`src/rtl/progmem_arbiter.sv`:
```
// -----------------------------------------------------------------------------
// progmem_arbiter
//   Shares one single-port, registered-read program memory between N_CORES
//   fetching cores. One core is granted per cycle. The current owner keeps the
//   memory for up to MAX_BURST consecutive fetches while another core waits, so
//   sequential fetches stay back-to-back. Otherwise the memory goes round-robin
//   from rr_ptr. Cores that request but are not granted are stalled.
//
// Ports
//   clk        : clock, all state updates on the rising edge
//   rst        : synchronous, active-high reset
//   core_req   : per-core fetch request
//   core_addr  : per-core byte address, core i at [i*INST_ADDR_W +: INST_ADDR_W]
//   core_stall : 1 = core must hold its PC/pipeline (drives ~en)
//   core_valid : 1-cycle pulse, core_data holds core i's instruction
//   core_data  : broadcast read data (mem_data passed through)
//   mem_re     : memory read enable
//   mem_addr   : word-aligned byte address to memory
//   mem_data   : memory read data, valid the cycle after mem_re
// -----------------------------------------------------------------------------
module progmem_arbiter #(
   parameter int N_CORES     = 4,
   parameter int INST_ADDR_W = 32,
   parameter int INST_W      = 32,
   parameter int MAX_BURST   = 4
) (
   input  logic                           clk,
   input  logic                           rst,
   input  logic [N_CORES-1:0]             core_req,
   input  logic [N_CORES*INST_ADDR_W-1:0] core_addr,
   output logic [N_CORES-1:0]             core_stall,
   output logic [N_CORES-1:0]             core_valid,
   output logic [INST_W-1:0]              core_data,
   output logic                           mem_re,
   output logic [INST_ADDR_W-1:0]         mem_addr,
   input  logic [INST_W-1:0]              mem_data
);

   localparam int IDX_W = (N_CORES > 1) ? $clog2(N_CORES) : 1;
   localparam int CNT_W = $clog2(MAX_BURST + 1);
   localparam logic [CNT_W-1:0] CNT_MAX  = CNT_W'(MAX_BURST);
   localparam logic [CNT_W-1:0] CNT_ONE  = CNT_W'(1);
   localparam logic [IDX_W-1:0] LAST_IDX = IDX_W'(N_CORES - 1);
   localparam logic [INST_ADDR_W-1:0] WORD_MASK = {{(INST_ADDR_W-2){1'b1}}, 2'b00};

   // State
   logic [IDX_W-1:0]   rr_ptr_q,    rr_ptr_d;
   logic               owner_vld_q, owner_vld_d;
   logic [IDX_W-1:0]   owner_q,     owner_d;
   logic [CNT_W-1:0]   burst_cnt_q, burst_cnt_d;
   logic [N_CORES-1:0] valid_q,     valid_d;

   // Grant path
   logic               others_req_s;
   logic               keep_s;
   logic               found_s;
   logic [IDX_W-1:0]   srch_idx_s;
   logic               any_grant_s;
   logic [IDX_W-1:0]   gidx_s;
   logic [N_CORES-1:0] grant_s;
   logic [INST_ADDR_W-1:0] sel_addr_s;

   // Grant decision: keep the burst owner if allowed, otherwise round-robin search.
   always_comb begin
      others_req_s = 1'b0;
      keep_s       = 1'b0;
      found_s      = 1'b0;
      srch_idx_s   = '0;
      any_grant_s  = 1'b0;
      gidx_s       = '0;
      grant_s      = '0;

      // Any requester other than the current owner (everyone counts when there is no owner).
      for (int i = 0; i < N_CORES; i++) begin
         others_req_s = others_req_s |
                        (core_req[i] & ~(owner_vld_q & (owner_q == IDX_W'(i))));
      end

      // Owner keeps the memory under its burst budget, or indefinitely when nobody else waits.
      keep_s = owner_vld_q & core_req[owner_q] &
               ((burst_cnt_q < CNT_MAX) | ~others_req_s);

      // First requester at rr_ptr, rr_ptr+1, ... modulo N_CORES.
      for (int k = 0; k < N_CORES; k++) begin
         int idx;
         idx = int'(rr_ptr_q) + k;
         if (idx >= N_CORES) begin
            idx = idx - N_CORES;
         end else begin
            idx = idx;
         end
         if (!found_s && core_req[IDX_W'(idx)]) begin
            found_s    = 1'b1;
            srch_idx_s = IDX_W'(idx);
         end else begin
            found_s    = found_s;
         end
      end

      if (keep_s) begin
         any_grant_s = 1'b1;
         gidx_s      = owner_q;
      end else begin
         any_grant_s = found_s;
         gidx_s      = srch_idx_s;
      end

      // While reset is held nothing is granted, so every requester stays stalled.
      if (rst) begin
         any_grant_s = 1'b0;
      end else begin
         any_grant_s = any_grant_s;
      end

      if (any_grant_s) begin
         grant_s = {{(N_CORES-1){1'b0}}, 1'b1} << gidx_s;
      end else begin
         grant_s = '0;
      end
   end

   // Memory address mux for the granted core.
   always_comb begin
      sel_addr_s = '0;
      for (int i = 0; i < N_CORES; i++) begin
         if (gidx_s == IDX_W'(i)) begin
            sel_addr_s = core_addr[i*INST_ADDR_W +: INST_ADDR_W];
         end else begin
            sel_addr_s = sel_addr_s;
         end
      end
   end

   assign mem_re     = any_grant_s;
   assign mem_addr   = sel_addr_s & WORD_MASK;
   assign core_stall = core_req & ~grant_s;
   assign core_valid = valid_q;
   assign core_data  = mem_data;

   // Next-state for owner tracking, burst counter and round-robin pointer.
   always_comb begin
      rr_ptr_d    = rr_ptr_q;
      owner_vld_d = owner_vld_q;
      owner_d     = owner_q;
      burst_cnt_d = burst_cnt_q;
      valid_d     = grant_s;

      if (any_grant_s) begin
         if (!owner_vld_q || (gidx_s != owner_q)) begin
            owner_vld_d = 1'b1;
            owner_d     = gidx_s;
            burst_cnt_d = CNT_ONE;
            rr_ptr_d    = (gidx_s == LAST_IDX) ? '0 : (gidx_s + IDX_W'(1));
         end else begin
            // Saturate so a lone requester never wraps back into a fresh budget.
            burst_cnt_d = (burst_cnt_q < CNT_MAX) ? (burst_cnt_q + CNT_ONE) : burst_cnt_q;
         end
      end else begin
         owner_vld_d = 1'b0;
         burst_cnt_d = '0;
      end
   end

   // State registers with synchronous reset; clearing valid_q drops any read in flight.
   always_ff @(posedge clk) begin
      if (rst) begin
         rr_ptr_q    <= '0;
         owner_vld_q <= 1'b0;
         owner_q     <= '0;
         burst_cnt_q <= '0;
         valid_q     <= '0;
      end else begin
         rr_ptr_q    <= rr_ptr_d;
         owner_vld_q <= owner_vld_d;
         owner_q     <= owner_d;
         burst_cnt_q <= burst_cnt_d;
         valid_q     <= valid_d;
      end
   end

endmodule

```
`config.mk`:
```
export PLATFORM = sky130hd
export DESIGN_NAME = progmem_arbiter
export DESIGN_NICKNAME = d
export VERILOG_FILES = /design/src/rtl/progmem_arbiter.sv
export SDC_FILE = /design/constraint.sdc
export NUM_CORES = 1
export LEC_CHECK = 0
export BUFFER_PORTS_ARGS = -buffer_cell sky130_fd_sc_hd__buf_2
export CORE_AREA = 2 2 92 94
export DETAILED_ROUTE_END_ITERATION = 8
export DIE_AREA = 0 0 94 96
export PLACE_DENSITY = 0.66
export SLEW_MARGIN = 20
export SYNTH_ARGS = -nofsm -noshare
export SYNTH_HDL_FRONTEND = slang
export SYNTH_SLANG_ARGS = --single-unit
```
`constraint.sdc`:
```
create_clock -name clk -period 5.8 [get_ports clk]
set_input_delay 0.87 -clock clk [delete_from_list [all_inputs] [get_ports clk]]
set_output_delay 0.87 -clock clk [all_outputs]
set_load 0.02 [all_outputs]
```
# Yosys cells after proc, flatten, opt, wreduce, memory -nomap -nowiden

Cells that the tools add are included.

Register bits: 12
Logic and storage cells: 106

$add $sub $neg: 9
Magnitude comparators: 10
Eq/ne operators: 7
Shifts and indexed selects: 1
Multiplexer cells: 37
Bitwise logic cells: 22
Reduce and logical (&&, ||, !) cells: 14

Operators with widths:

| operator                                                          | number |
|---|---|
| two-way mux 32 bit                                                | 4 |
| two-way mux 2 bit                                                 | 10 |
| two-way mux 1 bit                                                 | 17 |
| less-than comparator 2 x 4 -> 1 bit, second input constant        | 4 |
| bitwise AND 1 bit                                                 | 10 |
| binary-select mux 1 bit (select 2 bit)                            | 5 |
| greater-or-equal comparator 3 bit, second input constant          | 3 |
| == test 2 bit, second input constant                              | 4 |
| subtractor 2 x 1 -> 2 bit, second input constant                  | 4 |
| adder 2 x 2 -> 3 bit, second input constant                       | 2 |
| inverter 1 bit                                                    | 6 |
| bitwise AND 4 bit                                                 | 1 |
| == test 2 x 1 -> 1 bit, second input constant                     | 2 |
| logical NOT 1 bit                                                 | 4 |
| logical NOT 2 bit                                                 | 2 |
| two-way mux 4 bit                                                 | 1 |
| inverter 4 bit                                                    | 1 |
| OR 1 bit                                                          | 4 |
| left shift 1 x 2 -> 4 bit, first input constant                   | 1 |
| adder 2 x 1 -> 3 bit, second input constant                       | 1 |
| adder 3 x 1 -> 3 bit, second input constant                       | 1 |
| greater-or-equal comparator 2 x 3 -> 1 bit, second input constant | 1 |
| logical AND 1 bit                                                 | 3 |
| less-than comparator 2 x 3 -> 1 bit, second input constant        | 1 |
| other kinds (8)                                                   | 8 |

# Longest topological paths before layout

Word-level depth: 21
Mapped depth: 16
Gate-level depth less buffers: 14

# Least setup slack after synthesis

No wires, ideal clock.

Kind: input -> output
Start: input core_req[3]
End: output mem_addr[20]
Arrival: 3.648 ns
Setup slack: 1.282 ns
Stages on the path: 13
Path buffers: 2
Path through: mux4_2 and2_1 nand2_1 mux2_2 inv_2 ha_1 nor2b_1 clkbuf_1 buf_1 a22oi_1 nor2_1 a21oi_1 o21ai_0

Longest elaborated chain between the ends: 19
Elaborated cells between the ends (all ways): 42
Those cells by class: 3 x eq/ne; 26 x mux; 6 x bitwise; 7 x reduce/logical

Ends and longest elaborated chain:

| element                                               | RTL line | text |
|---|---|---|
| start: declaration                                    | 29       | `input logic [N_CORES-1:0] core_req,` |
| binary-select mux 1 bit (select 2 bit)                | 92       | `if (!found_s && core_req[IDX_W'(idx)]) begin` |
| two-way mux 1 bit (not written as such) (2 in series) | 92       |  |
| two-way mux 1 bit                                     | 92       |  |
| logical NOT 1 bit                                     | 92       |  |
| logical AND 1 bit                                     | 92       |  |
| two-way mux 1 bit                                     | 92       |  |
| logical NOT 1 bit                                     | 92       |  |
| logical AND 1 bit                                     | 92       |  |
| two-way mux 1 bit                                     | 92       |  |
| logical NOT 1 bit                                     | 92       |  |
| logical AND 1 bit                                     | 92       |  |
| two-way mux 2 bit                                     | 92       |  |
| two-way mux 2 bit (*)                                 | 100      | `if (keep_s) begin` |
| net gidx_s[1]                                         | 59       | `logic [IDX_W-1:0] gidx_s;` |
| logical NOT 2 bit                                     | 126      | `if (gidx_s == IDX_W'(i)) begin` |
| two-way mux 32 bit (3 in series)                      | 126      |  |
| two-way mux 32 bit (*)                                | 126      |  |
| end: declaration                                      | 35       | `output logic [INST_ADDR_W-1:0] mem_addr,` |

The timed path passes the listed nets; every way through them passes the cells marked *. The select of a mux whose other input is x is not followed.

# Worst setup path after layout

Start: input core_req[3]
End: output mem_addr[10]

The elaborated chain is that of the path after synthesis.

==> flow_summary.yaml <==
timing:
  setup_viol: 0
  slew_viol_final: 0
  skew_ps: 0.410
  fmax_ghz: 0.213
  min_period_over_period_pct: 80.9
  period_needed_ps: 4690
  fin_tns_setup_ps: 0
  tightest_slew_ps: 596
  slew_headroom_pct: 60.3
  rsz0062_at_grt: "false"
  hold_viol: 0
power:
  intPower_mw: 0.514
  switching_share_pct: 57.6
  p_per_area_mw_per_mm2: 477
  power.leakage_nw: 1.30
  seqPwrFrac_pct: 9.8
  p_comb_share_pct: 84.1
  p_sw_mw: 0.697
  clkPwrFrac_pct: 6.1
  ir_drop_mv: 0.162
placed_design:
  hpwl_um: 5260
  place_congestion: 0.860
  port_buffers: 164
  placed_cell_area_mm2: 0.00249
logic_synthesis:
  yosys_warnings: 0
  synth_area_mm2: 0.00183
  synthTopCellsByArea: "buf_4 14%, dfxtp_1 13%, a22oi_1 12%, a21oi_1 11%, o21ai_0 8.7%"
  synthCells: 294
  netlist.area_leader.share_pct: 13.9
  yosysSeqAreaShare_pct: 13.1
  synthArstFlopShare_pct: 0
  avgSynthCellArea_um2: 6.23
  netlist-cell-type-count: 36
  yosys.cell_count.top_type: "a21oi_1"
  ys.flop_type: "dfxtp_1"
  synth_largest_area_cell: "buf_4"
  synth-seq-cells: 12
  yosys-top-cells-count: "42 x a21oi_1, 38 x nor2_1, 36 x nand2_1"
  synth_edf_count: 0
global_route:
  grt_pass1_vias: 1910
  use_met2_pct: 22.4
  grt_use_total_pct: 12.5
  grt-busiest-layer: "met2"
  grt_util_met1_pct: 16.0
  grt_max_degree: 63
  grt_pass1_wl_um: 9230
  met3_usage_pct: 2.43
  grt_overflow: 0
  antenna_found_initial: 1
clocking:
  cts_tree: "done"
  cts_root_buf: "clkbuf_8"
  ctsHtreeMaxLevel: 1
  clock-sinks: 12
  post_cts_resized: 0
  worstSkewPairLatency_ps: 240
  path_clk_slew_ps: 50
  postCtsSetupRepairBufs: 0
  cts.path.max_buffers: 2
  hold_buffers: 0
  cts_made_buffers: 3
job:
  drv_cap: 0
routing:
  vias: 2421
  wl_per_cell_um: 12.9
  vias_per_cell: 4.71
  postRouteAntennaNets: 0
  first_pass_iters: 4
  remaining_drc_errors: 0
  drt_wl_total_um: 6640
  drtIter0Drc: 97
layout:
  final_area_mm2: 0.00254
  diodes: 0
  nNetsFinal: 582
  syn_to_final_growth_pct: 38.8
  drive_gt1_share_pct: 44.3
outcome:
  status: "completed"
worst_setup_path:
  path_class: "in -> out"
  setup.worst_path.end_class: "output pin"
  reg2reg_depth: 9
  required_ps: 4930
  arrival_ps: 3820
  cp-start-kind: "input port"
  worstPathMaxFanout: 26
die:
  die_x_um: 94
  io_pins: 239
  coreArea_mm2: 0.00805
  initial_utilization_pct: 22.8
  dieHeight_um: 96
  rows: 33
  die_area_mm2: 0.00902
worst_hold_path:
  hold_path_depth: 2
  hp-class: "reg -> reg"
worst paths after layout:
kind	from	end	slack, ps
min reg2reg	burst_cnt_q[1]$_SDFFE_PP0N_	burst_cnt_q[1]$_SDFFE_PP0N_	540
max	core_req[3]	mem_addr[10]	1110
min	burst_cnt_q[1]$_SDFFE_PP0N_	burst_cnt_q[1]$_SDFFE_PP0N_	540
max reg2reg	owner_q[0]$_SDFFE_PP0P_	core_valid[2]$_SDFF_PP0_	2990
worst max-delay path, cell delays in order:
cell,delay [ps]
buf_2,140
mux4_2,460
and2_1,190
nand2_1,140
mux2_2,420
inv_2,90
ha_1,250
nor2b_2,280
buf_4,340
a22oi_1,160
nor2_1,120
a21oi_1,40
o21ai_0,150
buf_2,180
cells by family (layout without fill, tap and decap cells):
family | count (synthesis) | after routing | synth area share, %
DFF | 12 | 12 | 13.1
adders and majority gates | 5 | 5 | 3.42
AOI/OAI and AO/OA | 114 | 114 | 37.8
xor gates and xnor gates | 2 | 2 | 0.956
other | 1 | 2 | 0.205
and+or+nand+nor | 88 | 88 | 19.9
muxes | 6 | 6 | 4.03
buffers and inverters | 66 | 180 | 20.6
cells in the final DEF (no fill, tap or decap), drive strengths merged, types with 2 or more instances in the layout:
master  synthesis  layout
and3            4       4
dfxtp          12      12
conb            1       2
and2            2       2
buf            37     167
nand2          36      36
a21oi          42      42
mux2i           4       4
nor2           39      39
inv            10      10
nand2b          2       2
xnor2           2       2
clkbuf         19       3
o21ai          32      32
ha              5       5
a211oi          4       4
a22oi          29      29
nor3            2       2
final cells by class:
| class | count | area (µm²) |
|---|---|---|
| fillers | 885 | 5510 |
| well taps | 105 | 131 |
| clock buffers | 3 | 41.3 |
| repair buffers | 167 | 856 |
| multi-input cells | 217 | 1240 |
| flip-flops and latches | 12 | 240 |
| inverters | 10 | 37.5 |
registers in the layout (all words and copies together) (netlist names):
register and cells:
owner_vld_q 1, burst_cnt_q 3, core_valid 4, rr_ptr_q 2, owner_q 2
power groups by stage:
stage	logic, mW	registers (mW)	clock network [mW]
floorplan	0.730	0.123	0
global placement	0.999	0.119	0
detailed placement	1.02	0.120	0
CTS	1.02	0.119	0.0751
global route	1.12	0.121	0.0784
finish	1.02	0.119	0.0735
metal layers:
| layer | wire [µm] | part of all wire, % |
|---|---|---|
| met2 | 3390 | 51 |
| met1 | 2680 | 40 |
| met3 | 535 | 8.1 |
| met5 | 16 | 0.24 |
| met4 | 19 | 0.29 |
per-stage QoR:
stage	power, mW	instances	hold slack (ps)	utilization, %	setup WS [ps]
final	1.21	514	538	31.6	1110
after global routing	1.32	514	554	31.6	872
after CTS	1.22	514	539	31.5	1100
after detailed placement	1.14	511	532	30.9	1110
after global placement	1.12	511	517	30.9	1180
after floorplan	0.853	295	506	-	1280
Note: power is estimated with default switching activity, not from simulation.
